[config.mk]
export PLATFORM = sky130hd
export DESIGN_NAME = cfg_resp_arb
export DESIGN_NICKNAME = d
export VERILOG_FILES = /design/src/rtl/cfg_resp_arb.sv
export SDC_FILE = /design/constraint.sdc
export NUM_CORES = 1
export LEC_CHECK = 0
export BUFFER_PORTS_ARGS = -buffer_cell sky130_fd_sc_hd__buf_4
export CORE_MARGIN = 4
export CORE_UTILIZATION = 35
export CTS_CLUSTER_DIAMETER = 50
export DETAILED_ROUTE_END_ITERATION = 10
export RECOVER_POWER = 50
export REMOVE_ABC_BUFFERS = 1
export SLEW_MARGIN = 40
export SYNTH_ARGS = -nofsm -noshare
export SYNTH_HDL_FRONTEND = slang
export SYNTH_SLANG_ARGS = --single-unit
export TNS_END_PERCENT = 50
[constraint.sdc]
create_clock -name clock -period 6.33 [get_ports clock]
set_input_delay 0.633 -clock clock [delete_from_list [all_inputs] [get_ports clock]]
set_output_delay 0.633 -clock clock [all_outputs]
set_load 0.01 [all_outputs]
[src/rtl/cfg_resp_arb.sv]
`default_nettype none
// ============================================================================
// Module      : cfg_resp_arb
// Description : Round-robin arbiter that funnels responses from NUM_REQ config
//               responders into one shared response FIFO. Every issue is gated
//               on FIFO credits; the FIFO load interface and the requester
//               acks are registered single-cycle pulses.
// Revision    : 1.0 - initial release
// ============================================================================
module cfg_resp_arb #(
  parameter int NUM_REQ    = 4,
  parameter int IDX_W      = 2,
  parameter int FIFO_DEPTH = 8
) (
  input  logic                    clock,
  input  logic                    reset,
  input  logic [NUM_REQ-1:0]      req_valid,
  input  logic [8*NUM_REQ-1:0]    req_opcode,
  input  logic [4*NUM_REQ-1:0]    req_code,
  input  logic [16*NUM_REQ-1:0]   req_capptag,
  input  logic [4*NUM_REQ-1:0]    req_rdata_offset,
  input  logic [NUM_REQ-1:0]      req_rdata_bdi,
  input  logic [32*NUM_REQ-1:0]   req_rdata_bus,
  output logic [NUM_REQ-1:0]      req_ack,
  input  logic [3:0]              resp_buffers_available,
  input  logic                    fifo_overflow,
  output logic [7:0]              cfg_rff_resp_opcode,
  output logic [3:0]              cfg_rff_resp_code,
  output logic [15:0]             cfg_rff_resp_capptag,
  output logic [3:0]              cfg_rff_rdata_offset,
  output logic                    cfg_rff_rdata_bdi,
  output logic [31:0]             cfg_rff_rdata_bus,
  output logic                    cfg_rff_resp_in_valid,
  output logic [IDX_W-1:0]        grant_idx,
  output logic [15:0]             resp_issued_cnt,
  output logic                    arb_error
);

  typedef enum logic [0:0] {
    S_IDLE  = 1'b0,
    S_ISSUE = 1'b1
  } state_t;

  localparam logic [4:0]       C_DEPTH   = 5'(FIFO_DEPTH);
  localparam logic [IDX_W-1:0] C_PTR_RST = IDX_W'(NUM_REQ - 1);

  state_t               state_q,   state_d;
  logic [IDX_W-1:0]     rr_ptr_q,  rr_ptr_d;
  logic [IDX_W-1:0]     grant_q,   grant_d;
  logic [15:0]          cnt_q,     cnt_d;
  logic                 err_q,     err_d;
  logic                 valid_q,   valid_d;
  logic [NUM_REQ-1:0]   ack_q,     ack_d;
  logic [7:0]           opcode_q,  opcode_d;
  logic [3:0]           code_q,    code_d;
  logic [15:0]          capptag_q, capptag_d;
  logic [3:0]           offset_q,  offset_d;
  logic                 bdi_q,     bdi_d;
  logic [31:0]          bus_q,     bus_d;

  logic [4:0]           eff_credit;
  logic                 found;

  // A strobe in flight this cycle is not yet reflected in the credit count.
  always_comb begin
    if ({1'b0, resp_buffers_available} > {4'b0000, valid_q})
      eff_credit = {1'b0, resp_buffers_available} - {4'b0000, valid_q};
    else
      eff_credit = 5'd0;
  end

  // Next-state, round-robin winner selection and registered-output staging.
  always_comb begin
    state_d   = S_IDLE;
    rr_ptr_d  = rr_ptr_q;
    grant_d   = grant_q;
    cnt_d     = cnt_q;
    valid_d   = 1'b0;
    ack_d     = '0;
    opcode_d  = '0;
    code_d    = '0;
    capptag_d = '0;
    offset_d  = '0;
    bdi_d     = 1'b0;
    bus_d     = '0;
    found     = 1'b0;
    err_d     = err_q | fifo_overflow |
                ({1'b0, resp_buffers_available} > C_DEPTH);

    case (state_q)
      S_IDLE: begin
        if ((|req_valid) && (eff_credit != 5'd0)) begin
          // Search upward from the slot after the last winner, wrapping.
          for (int k = 1; k <= NUM_REQ; k++) begin
            if (!found && req_valid[(int'(rr_ptr_q) + k) % NUM_REQ]) begin
              found     = 1'b1;
              rr_ptr_d  = IDX_W'((int'(rr_ptr_q) + k) % NUM_REQ);
              grant_d   = IDX_W'((int'(rr_ptr_q) + k) % NUM_REQ);
              ack_d[(int'(rr_ptr_q) + k) % NUM_REQ] = 1'b1;
              opcode_d  = req_opcode[8*((int'(rr_ptr_q) + k) % NUM_REQ) +: 8];
              code_d    = req_code[4*((int'(rr_ptr_q) + k) % NUM_REQ) +: 4];
              capptag_d = req_capptag[16*((int'(rr_ptr_q) + k) % NUM_REQ) +: 16];
              offset_d  = req_rdata_offset[4*((int'(rr_ptr_q) + k) % NUM_REQ) +: 4];
              bdi_d     = req_rdata_bdi[(int'(rr_ptr_q) + k) % NUM_REQ];
              bus_d     = req_rdata_bus[32*((int'(rr_ptr_q) + k) % NUM_REQ) +: 32];
            end
          end
        end
        if (found) begin
          valid_d = 1'b1;
          cnt_d   = cnt_q + 16'd1;
          state_d = S_ISSUE;
        end
      end
      // One-cycle bubble: lets the acked requester drop req_valid unseen.
      S_ISSUE: state_d = S_IDLE;
      default: state_d = S_IDLE;
    endcase
  end

  // State and output registers with synchronous reset.
  always_ff @(posedge clock) begin
    if (reset) begin
      state_q   <= S_IDLE;
      rr_ptr_q  <= C_PTR_RST;
      grant_q   <= '0;
      cnt_q     <= '0;
      err_q     <= 1'b0;
      valid_q   <= 1'b0;
      ack_q     <= '0;
      opcode_q  <= '0;
      code_q    <= '0;
      capptag_q <= '0;
      offset_q  <= '0;
      bdi_q     <= 1'b0;
      bus_q     <= '0;
    end else begin
      state_q   <= state_d;
      rr_ptr_q  <= rr_ptr_d;
      grant_q   <= grant_d;
      cnt_q     <= cnt_d;
      err_q     <= err_d;
      valid_q   <= valid_d;
      ack_q     <= ack_d;
      opcode_q  <= opcode_d;
      code_q    <= code_d;
      capptag_q <= capptag_d;
      offset_q  <= offset_d;
      bdi_q     <= bdi_d;
      bus_q     <= bus_d;
    end
  end

  assign req_ack               = ack_q;
  assign cfg_rff_resp_in_valid = valid_q;
  assign cfg_rff_resp_opcode   = opcode_q;
  assign cfg_rff_resp_code     = code_q;
  assign cfg_rff_resp_capptag  = capptag_q;
  assign cfg_rff_rdata_offset  = offset_q;
  assign cfg_rff_rdata_bdi     = bdi_q;
  assign cfg_rff_rdata_bus     = bus_q;
  assign grant_idx             = grant_q;
  assign resp_issued_cnt       = cnt_q;
  assign arb_error             = err_q;

endmodule
`default_nettype wire

==> flow_summary.yaml <==
run_status:
  status: "completed"
detailed_routing:
  dr_total_vias: 9863
  ant_nets: 0
  via_per_inst: 6.430
  drt_first_pass_iters: 5
  drc: 0
  drtIter0Drc: 650
  wirelength_um: 35880
  routedWlPerCell_um: 23.39
critical_path:
  path_cells: "mux4_4 > buf_4 > nor4b_4 > buf_4 > nand2_1 > a21oi_1"
  cp_common_cell: "buf_4"
  worstPathArrival_ps: 4300
  end_kind: "register"
  crit_required_ps: 6580
  path_delay_family: "multiplexers"
  critPathMaxStageDelay_ps: 1020
  cp_num_buf_inv: 2
  r2r_setup_slack_ps: 2280
  crit_slowest_cell: "mux4_4"
  path_max_fanout: 42
  timing.rr.end: "cfg_rff_rdata_bus[21]"
  crit_cells: 6
  worst-setup-path-type: "register to register"
  cp-start-kind: "register"
  r2r_cells: 6
  r2r_start: "rr_ptr_q[0]"
finish:
  diodes: 0
  postLayoutCoreUtil_pct: 45.65
  nets: 1421
  layout-drive-gt1-share_pct: 50.35
  area_growth_pct: 27.56
  multi_input_area_um2: 8409
  register_area_um2: 1829
  fillers: 2810
power_and_ir_drop:
  leakagePower_nw: 4.968
  p_per_area_nw_per_um2: 460.8
  ir_drop_v: 0.0003335
global_routing:
  gr-total-overflow: 0
  grt_pass1_vias: 9644
  grt_pass1_wl_um: 55210
  grt_use_total_pct: 20.54
  grt_max_degree: 89
  antenna_found_initial: 0
clock_network:
  cts-root-buf: "clkbuf_16"
  holdBufCountCts: 0
  cts_htree_levels: 3
  cts_tree: "yes"
  clk_latency_ps: 360
  path_clk_slew_ps: 80
  cts.path.max_buffers: 2
  cts.repair.resized: 0
  post_cts_buffers: 0
  cts_buffers: 9
  clock_sinks: 91
place:
  gp_congestion: 0.7891
  pre_cts_ws_ps: 2126
  hpwlAfterDp_um: 24620
  portBuffers: 359
worst_hold_path:
  whs_path_depth: 2
  hold_class: "register to register"
  min_to: "grant_idx[1]"
  worstHoldStart: "grant_idx[1]"
yosys:
  synth-seq-cells: 91
  synthArstFlopShare_pct: 0
  synthAdderAreaFrac_pct: 1.287
  syn-cell-area_um2: 10690
  synth_xor_area_share_pct: 0.2458
  synth_ff_type: "dfxtp_1"
  synthSimpleGateAreaFrac_pct: 5.243
  synth-edff-count: 0
  synth_top_cell_by_area: "mux4_2"
  syn_avg_cell_area_um2: 12.37
  synth_top_family_by_area: "multiplexers"
  yosys_warnings: 0
  synth_area_leaders: "mux4_2 56%, dfxtp_1 17%, a221o_1 6.6%"
  synth_cell_types: 37
  synth_cells: 864
  yosys.area.top_type_share_pct: 55.61
  synth_commonest_cells: "264 x mux4_2, 91 x dfxtp_1, 84 x a21oi_1"
  synth_compound_area_share_pct: 15.19
  synth.mux.area_fraction_pct: 56.29
  synth_most_common_cell: "mux4_2"
  seq_area_frac_synth_pct: 17.04
floorplanning:
  die_w_um: 182.8
  io_pins: 360
  dieArea_um2: 33410
  row_count: 63
  core_area_um2: 29870
  initial_core_util_pct: 35.79
  die_h_um: 182.8
sta:
  worstMarginPinSlew_ps: 740.5
  layout_setup_ws_ps: 2280
  slew_viol_final: 0
  relSlewSlack_pct: 50.64
  fin_crit_ps: 4050
  fin_skew_ps: 8.434
  timing.final.crit_share_pct: 63.98
  setup_viol: 0
  rsz0062_at_grt: "false"
  hold_viol_final: 0
  fmax_mhz: 246.9
job:
  max_cap_violations: 0
-- sequential cells by signal, indices dropped and copies added, names as in the netlist --
register	count
cfg_rff_resp_code	4
req_ack	4
resp_issued_cnt	16
cfg_rff_rdata_offset	4
rr_ptr_q	2
cfg_rff_resp_in_valid	1
cfg_rff_resp_opcode	8
grant_idx	2
cfg_rff_rdata_bus	32
arb_error	1
cfg_rff_resp_capptag	16
cfg_rff_rdata_bdi	1
-- worst max path at each step --
stage | startpoint | to | slack (ps)
floorplan | rr_ptr_q[0] | rr_ptr_q[0] | -12350
global placement | rr_ptr_q[0] | cfg_rff_rdata_bus[0] | 2190
detailed placement | rr_ptr_q[0] | cfg_rff_rdata_bus[0] | 2130
CTS | rr_ptr_q[0] | cfg_rff_rdata_bus[0] | 2140
global route | rr_ptr_q[1] | cfg_rff_resp_opcode[5] | 2050
finish | rr_ptr_q[0] | cfg_rff_rdata_bus[21] | 2280
-- cell type report --
cell class,instances,area share [%]
inverter,10,0.2752
clock inverter,6,0.5046
multi-input combinational,650,61.66
sequential,91,13.41
timing repair buffer,377,18.73
clock buffer,10,1.835
tap,390,3.578
-- through the flow --
stage	total power [mW]	TNS [ps]	hold slack, ps	instance area (um2)	cells
finish	6.285	0	491.2	13640	1534
global route	6.753	0	523.5	13640	1534
CTS	6.498	0	487.6	13950	1533
detailed placement	5.856	0	476.2	13630	1517
global placement	5.791	0	477.1	13590	1516
floorplan	5.190	-1055370	474.5	10230	751
-- layout by cell type (no fill, tap or decap), drive strengths merged, types with 12 or more instances in the layout --
master / Yosys / layout
nand2: 77 / 77
o21ai: 73 / 73
buf: 38 / 287
clkbuf: 75 / 100
mux4: 264 / 264
inv: 10 / 12
dfxtp: 91 / 91
a221o: 70 / 70
a21oi: 84 / 84
-- cells by family (layout without fill, tap and decap cells) --
logic type / Yosys count / in the layout
compound gates: 245 / 245
xor+xnor: 3 / 3
fa+ha+maj: 11 / 11
buf+inv: 123 / 403
flops: 91 / 91
mux: 271 / 271
simple gates: 120 / 120
-- worst min-delay path, cell delays in order (launching register included) --
cell and delay (ps):
dfxtp_1 330, nand2_1 60, a21oi_1 60
-- power breakdown --
| group | total [mW] | switching, mW | internal, mW |
|---|---|---|---|
| Clock | 0.619 | 0.284 | 0.335 |
| Sequential | 0.988 | 0.186 | 0.803 |
| Combinational | 4.68 | 2.28 | 2.40 |
| Total | 6.28 | 2.75 | 3.54 |
-- layer usage --
metal | vias to the layer above | GRT usage (%) | wire, um
met5 | - | 0 | 0
met4 | 0 | 4.559 | 674
met3 | 38 | 4.820 | 3268
met2 | 448 | 33.28 | 17540
met1 | 5080 | 28.50 | 14410
li1 | 4297 | - | -
No activity file was read; power rests on OpenSTA's default activity.
